File: config.mk
export PLATFORM = sky130hd
export DESIGN_NAME = mips_mc_ctrl
export DESIGN_NICKNAME = d
export VERILOG_FILES = /design/src/rtl/mips_mc_ctrl.sv
export SDC_FILE = /design/constraint.sdc
export NUM_CORES = 1
export LEC_CHECK = 0
export ABC_AREA = 1
export CORE_MARGIN = 8
export CORE_UTILIZATION = 45
export DETAILED_ROUTE_END_ITERATION = 10
export PLACE_DENSITY = 0.75
export SYNTH_ARGS = -nofsm -noshare
export SYNTH_HDL_FRONTEND = slang
export SYNTH_SLANG_ARGS = --single-unit
File: constraint.sdc
create_clock -name clk -period 4.85 [get_ports clk]
set_input_delay 0.485 -clock clk [delete_from_list [all_inputs] [get_ports clk]]
set_output_delay 0.485 -clock clk [all_outputs]
set_load 0.02 [all_outputs]
File: src/rtl/mips_mc_ctrl.sv
`default_nettype none
// ============================================================================
// Module   : mips_mc_ctrl
// Purpose  : Main control FSM for the multicycle MIPS datapath. Sequences
//            fetch / decode / execute / memory / writeback for R_TYPE, ADDI,
//            LW, SW, BEQ and J over one shared memory port and one shared
//            ALU. Drives every datapath mux select and write enable, owns the
//            req/ready handshake to unified memory, counts retired
//            instructions and flags memory timeouts.
// Ports    : clk, rst (async, active high), run (allow new fetches),
//            opcode (IR[31:26]), mem_ready (memory completes access)
//            mem_req/mem_we/iord             - memory access control
//            ir_write/pc_write/pc_write_cond - architectural register loads
//            pc_src/alu_src_a/alu_src_b/alu_op - datapath mux / ALU control
//            reg_write/reg_dst/mem_to_reg    - register file writeback
//            instr_done/illegal_op/bus_err   - single-cycle event pulses
//            retired                          - retired instruction count
//            state_dbg                        - current state encoding
// Revision : 1.0 - initial release
// ============================================================================
module mips_mc_ctrl #(
  parameter int CNT_W       = 32,
  parameter int MEM_TIMEOUT = 16
) (
  input  logic             clk,
  input  logic             rst,
  input  logic             run,
  input  logic [5:0]       opcode,
  input  logic             mem_ready,
  output logic             mem_req,
  output logic             mem_we,
  output logic             iord,
  output logic             ir_write,
  output logic             pc_write,
  output logic             pc_write_cond,
  output logic [1:0]       pc_src,
  output logic             alu_src_a,
  output logic [1:0]       alu_src_b,
  output logic [1:0]       alu_op,
  output logic             reg_write,
  output logic             reg_dst,
  output logic             mem_to_reg,
  output logic             instr_done,
  output logic             illegal_op,
  output logic             bus_err,
  output logic [CNT_W-1:0] retired,
  output logic [3:0]       state_dbg
);

  // Wide enough to hold MEM_TIMEOUT-1 even when MEM_TIMEOUT is 1.
  localparam int TO_W = $clog2(MEM_TIMEOUT) + 1;

  localparam logic [5:0] c_op_rtype = 6'b000000;
  localparam logic [5:0] c_op_j     = 6'b000010;
  localparam logic [5:0] c_op_beq   = 6'b000100;
  localparam logic [5:0] c_op_addi  = 6'b001000;
  localparam logic [5:0] c_op_lw    = 6'b100011;
  localparam logic [5:0] c_op_sw    = 6'b101011;

  localparam logic [TO_W-1:0] c_to_last = TO_W'(MEM_TIMEOUT - 1);

  typedef enum logic [3:0] {
    S_FETCH   = 4'd0,
    S_DECODE  = 4'd1,
    S_MEM_ADR = 4'd2,
    S_MEM_RD  = 4'd3,
    S_MEM_WB  = 4'd4,
    S_MEM_WR  = 4'd5,
    S_EXEC    = 4'd6,
    S_ALU_WB  = 4'd7,
    S_BRANCH  = 4'd8,
    S_ADDI_EX = 4'd9,
    S_ADDI_WB = 4'd10,
    S_JUMP    = 4'd11
  } state_t;

  state_t            r_state;
  state_t            w_next;
  logic [TO_W-1:0]   r_wait_cnt;
  logic [CNT_W-1:0]  r_retired;
  logic              w_wait;
  logic              w_timeout;

  // A cycle counts as "waiting" only when a request is outstanding and the
  // memory has not answered. FETCH with run=0 issues no request.
  always_comb begin
    w_wait = 1'b0;
    case (r_state)
      S_FETCH:            w_wait = run & ~mem_ready;
      S_MEM_RD, S_MEM_WR: w_wait = ~mem_ready;
      default:            w_wait = 1'b0;
    endcase
  end

  // The current waiting cycle is the MEM_TIMEOUT-th one. A mem_ready in the
  // same cycle clears w_wait, so a late completion beats the timeout.
  assign w_timeout = w_wait && (r_wait_cnt == c_to_last);

  always_comb begin
    w_next        = r_state;
    mem_req       = 1'b0;
    mem_we        = 1'b0;
    iord          = 1'b0;
    ir_write      = 1'b0;
    pc_write      = 1'b0;
    pc_write_cond = 1'b0;
    pc_src        = 2'b00;
    alu_src_a     = 1'b0;
    alu_src_b     = 2'b00;
    alu_op        = 2'b00;
    reg_write     = 1'b0;
    reg_dst       = 1'b0;
    mem_to_reg    = 1'b0;
    instr_done    = 1'b0;
    illegal_op    = 1'b0;

    case (r_state)
      S_FETCH: begin
        // PC+4 is formed on the ALU while the instruction is read.
        mem_req   = run;
        alu_src_b = 2'b01;
        if (run && mem_ready) begin
          ir_write = 1'b1;
          pc_write = 1'b1;
          w_next   = S_DECODE;
        end else if (w_timeout) begin
          w_next = S_FETCH;
        end
      end
      S_DECODE: begin
        // Branch target is precomputed into ALUOut speculatively.
        alu_src_b = 2'b11;
        case (opcode)
          c_op_lw, c_op_sw: w_next = S_MEM_ADR;
          c_op_rtype:       w_next = S_EXEC;
          c_op_beq:         w_next = S_BRANCH;
          c_op_addi:        w_next = S_ADDI_EX;
          c_op_j:           w_next = S_JUMP;
          default: begin
            illegal_op = 1'b1;
            w_next     = S_FETCH;
          end
        endcase
      end
      S_MEM_ADR: begin
        alu_src_a = 1'b1;
        alu_src_b = 2'b10;
        w_next    = (opcode == c_op_lw) ? S_MEM_RD : S_MEM_WR;
      end
      S_MEM_RD: begin
        mem_req = 1'b1;
        iord    = 1'b1;
        if (mem_ready)      w_next = S_MEM_WB;
        else if (w_timeout) w_next = S_FETCH;
      end
      S_MEM_WB: begin
        reg_write  = 1'b1;
        mem_to_reg = 1'b1;
        instr_done = 1'b1;
        w_next     = S_FETCH;
      end
      S_MEM_WR: begin
        mem_req = 1'b1;
        mem_we  = 1'b1;
        iord    = 1'b1;
        if (mem_ready) begin
          instr_done = 1'b1;
          w_next     = S_FETCH;
        end else if (w_timeout) begin
          w_next = S_FETCH;
        end
      end
      S_EXEC: begin
        alu_src_a = 1'b1;
        alu_op    = 2'b10;
        w_next    = S_ALU_WB;
      end
      S_ALU_WB: begin
        reg_write  = 1'b1;
        reg_dst    = 1'b1;
        instr_done = 1'b1;
        w_next     = S_FETCH;
      end
      S_BRANCH: begin
        alu_src_a     = 1'b1;
        alu_op        = 2'b01;
        pc_write_cond = 1'b1;
        pc_src        = 2'b01;
        instr_done    = 1'b1;
        w_next        = S_FETCH;
      end
      S_ADDI_EX: begin
        alu_src_a = 1'b1;
        alu_src_b = 2'b10;
        w_next    = S_ADDI_WB;
      end
      S_ADDI_WB: begin
        reg_write  = 1'b1;
        instr_done = 1'b1;
        w_next     = S_FETCH;
      end
      S_JUMP: begin
        pc_write   = 1'b1;
        pc_src     = 2'b10;
        instr_done = 1'b1;
        w_next     = S_FETCH;
      end
      default: w_next = S_FETCH;
    endcase

    // While reset is held the state is forced to FETCH, but the handshake
    // driven terms must not reach the datapath.
    if (rst) begin
      ir_write   = 1'b0;
      pc_write   = 1'b0;
      instr_done = 1'b0;
      illegal_op = 1'b0;
    end
  end

  assign bus_err = w_timeout & ~rst;

  always_ff @(posedge clk or posedge rst) begin
    if (rst) begin
      r_state    <= S_FETCH;
      r_wait_cnt <= '0;
      r_retired  <= '0;
    end else begin
      r_state <= w_next;
      // Any non-waiting cycle (completion, state change, idle) or a timeout
      // zeroes the counter, so every memory state is entered with it clear.
      if (w_wait && !w_timeout) r_wait_cnt <= r_wait_cnt + TO_W'(1);
      else                      r_wait_cnt <= '0;
      if (instr_done) r_retired <= r_retired + CNT_W'(1);
    end
  end

  assign retired   = r_retired;
  assign state_dbg = r_state;

endmodule
`default_nettype wire

==> impl_metrics.yaml <==
power:
  power_leakage_nw: 1.78
  power_per_cell_area_nw_per_um2: 219
  pwr-share-clk_pct: 27.5
  power_switching_mw: 0.260
  intPower_mw: 0.538
  seq_power_share_pct: 47.7
  ir_worst_vdd_v: 0.000144
  swShare_pct: 32.6
  p_comb_share_pct: 24.8
synthesis:
  synth_cells: 452
  synth_async_sr_flop_share_pct: 100
  synth_nets: 465
  yosys_warnings: 0
  syn-cell-area_um2: 2900
  synth-edff-count: 0
  syn-mean-instance-area_um2: 6.41
  distinct_cell_type_count_of_the_synthesized_netlist: 25
  yosysSeqAreaShare_pct: 35.4
  synth_flop_cell: "dfrtp_1"
  synthesized_flop_and_latch_total: 41
sta:
  fin_crit_sh_pct: 63.6
  min_period_ns: 3.09
  clock-skew-final_ns: 0.00449
  slew-limit-headroom_pct: 51.4
  finalSetupViolCount: 0
  tns_ns: 0
  worst_slew_pin_slew_ns: 0.728
  hold_violations: 0
  grt_setup_unrepaired: "no"
  final_critical_path_setup_slack_ns: 1.76
  timing.final.max_slew_violations: 0
  clock.fmax_ghz: 0.324
clock_network:
  post-cts-setup-buffers: 0
  h-tree-depth: 2
  clk-insertion-delay-late_ns: 0.30
  tritoncts.num_buffers: 5
  cts_max_path_buffers: 2
  cts_tree: "yes"
  cts.clk_slew.worst_paths_ns: 0.07
  cts_hold_buffers: 0
  ctsRootBufferMaster: "clkbuf_8"
  clock_sinks: 41
  post_cts_resized: 0
placement:
  hpwl_um: 6090
  buffers_added_on_ports: 64
  preCtsSetupSlack_ns: 1.76
  place_congestion: 0.911
floorplanning:
  floorplan.io_pins: 65
  die-height_um: 96.2
  core.rowCount: 29
  die_w_um: 96.2
  die-area_um2: 9260
  coreArea_um2: 6280
  initial_utilization_pct: 46.2
routing:
  vias_per_cell: 4.98
  drt_iter0_markers: 174
  drt_first_pass_iters: 4
  drc_errors: 0
  detail_route.wl_per_cell_um: 13.1
  vias: 2958
  postRouteAntennaNets: 0
  wl_um: 7800
global_route:
  pin_count_of_the_biggest_net_entering_global_routing: 44
  globalRoute.totalOverflow: 0
  first_global_vias: 2908
  global_route_wire_length_before_repair_um: 13200
  grt_antenna_before_repair: 0
  gr-usage-all-layers_pct: 18.0
worst_setup_path:
  cp.arrival_ns: 2.60
  worst_setup_path_startpoint: "state_dbg[3]"
  critical_path.max_fanout: 33
  startpoint_type: "flop"
  critPathCaptureType: "output pin"
  regToRegStartpoint: "retired[0]"
  required_ns: 4.37
  path_class: "flop to output pin"
worst_hold_path:
  min_from: "r_wait_cnt[0]"
  min-delay-path-class: "flop to flop"
layout:
  multiInputGateArea_um2: 1660
  seqCellArea_um2: 1030
  final_net_count: 529
  fill_cells: 649
  area.growth.synth_to_final_pct: 25.6
  post_route_cells_drive_above_1_share_pct: 5.22
  antenna_cells_inserted: 0
  final_core_util_pct: 58.0
run_status:
  run_status: "finished, final reports clean"
job:
  max-cap-violations: 0
[registers in the layout (all words and copies together), names as in the netlist]
name and flops:
retired 32, r_wait_cnt 5, state_dbg 4
[stage by stage]
step / total power, mW / std cells / instance area, um2 / hold slack (ns)
2_1_floorplan: 0.504 / 452 / 2900 / 0.432
3_3_place_gp: 0.584 / 586 / 3560 / 0.453
3_5_place_dp: 0.587 / 586 / 3560 / 0.457
4_1_cts: 0.805 / 594 / 3640 / 0.467
5_1_grt: 0.843 / 594 / 3640 / 0.499
6_report: 0.797 / 594 / 3640 / 0.465
[critical path: stages, from the launching register on]
cell,delay [ns]
dfrtp_1,0.46
inv_2,0.06
nor2_2,0.17
nand2_1,0.15
nand2_2,0.10
nor3_2,0.06
nor2_4,0.56
clkdlybuf4s50_1,0.74
[cell usage after synthesis (3+ instances only)]
library cell | instances | area share (%)
a21oi_1 | 6 | 1.0
nand2_1 | 217 | 28
nand4_1 | 4 | 0.86
nand3b_1 | 15 | 3.9
nand3_1 | 13 | 2.2
xnor2_1 | 4 | 1.2
xor2_1 | 12 | 3.6
nand2_2 | 7 | 1.5
ha_1 | 3 | 1.3
inv_1 | 32 | 4.1
nor2_1 | 71 | 9.2
dfrtp_1 | 41 | 35
buf_6 | 6 | 2.3
nor2_2 | 6 | 1.3
[power groups by stage]
stage,combinational [mW],sequential (mW),clock [mW]
final,0.198,0.380,0.220
after global routing,0.219,0.384,0.239
after CTS,0.201,0.381,0.223
after detailed placement,0.199,0.388,0
after global placement,0.197,0.387,0
after floorplan,0.107,0.398,0
[cell families (layout without fill, tap and decap cells)]
family / Yosys count / after routing / share of synthesized area, %
flops: 41 / 41 / 35.4
buf+inv: 42 / 107 / 7.25
compound gates: 8 / 8 / 1.42
simple gates: 342 / 342 / 49.8
fa+ha+maj: 3 / 3 / 1.30
xor+xnor: 16 / 16 / 4.84
[per-layer routing]
| layer | routed length (um) | track usage [%] | vias to the layer above |
|---|---|---|---|
| met4 | 109 | 6.66 | 0 |
| met3 | 536 | 5.23 | 11 |
| met2 | 3890 | 31.3 | 76 |
| met1 | 3260 | 20.4 | 1357 |
| met5 | 0 | 0 | - |
| li1 | - | - | 1514 |
[final timing paths]
path                       depth (start not counted)  slack (ns)             to
hold / removal                                     1        0.47  r_wait_cnt[0]
setup / recovery                                   7        1.76     instr_done
hold reg to reg                                    1        0.47  r_wait_cnt[0]
setup reg to reg                                   8        2.89    retired[16]
max in group asynchronous                          3        3.66     retired[5]
min in group asynchronous                          3        0.82    retired[24]
[placed cells by master (no fill, tap or decap), drive strengths merged, types with 6 or more instances in the layout]
| cell type | count |
|---|---|
| nand2 | 224 |
| nor2 | 79 |
| clkdlybuf4s50 | 64 |
| dfrtp | 41 |
| inv | 34 |
| nand3b | 16 |
| nand3 | 14 |
| xor2 | 12 |
| clkbuf | 8 |
| a21oi | 6 |
[area by class of cell]
| cell class | instances | area share (%) |
|---|---|---|
| Clock buffer | 8 | 2.20 |
| Inverter | 34 | 3.51 |
| Multi-Input combinational cell | 369 | 45.7 |
| Sequential cell | 41 | 28.2 |
| Tap cell | 77 | 2.65 |
| Timing Repair Buffer | 65 | 17.8 |
Note: power is estimated with default switching activity, not from simulation.
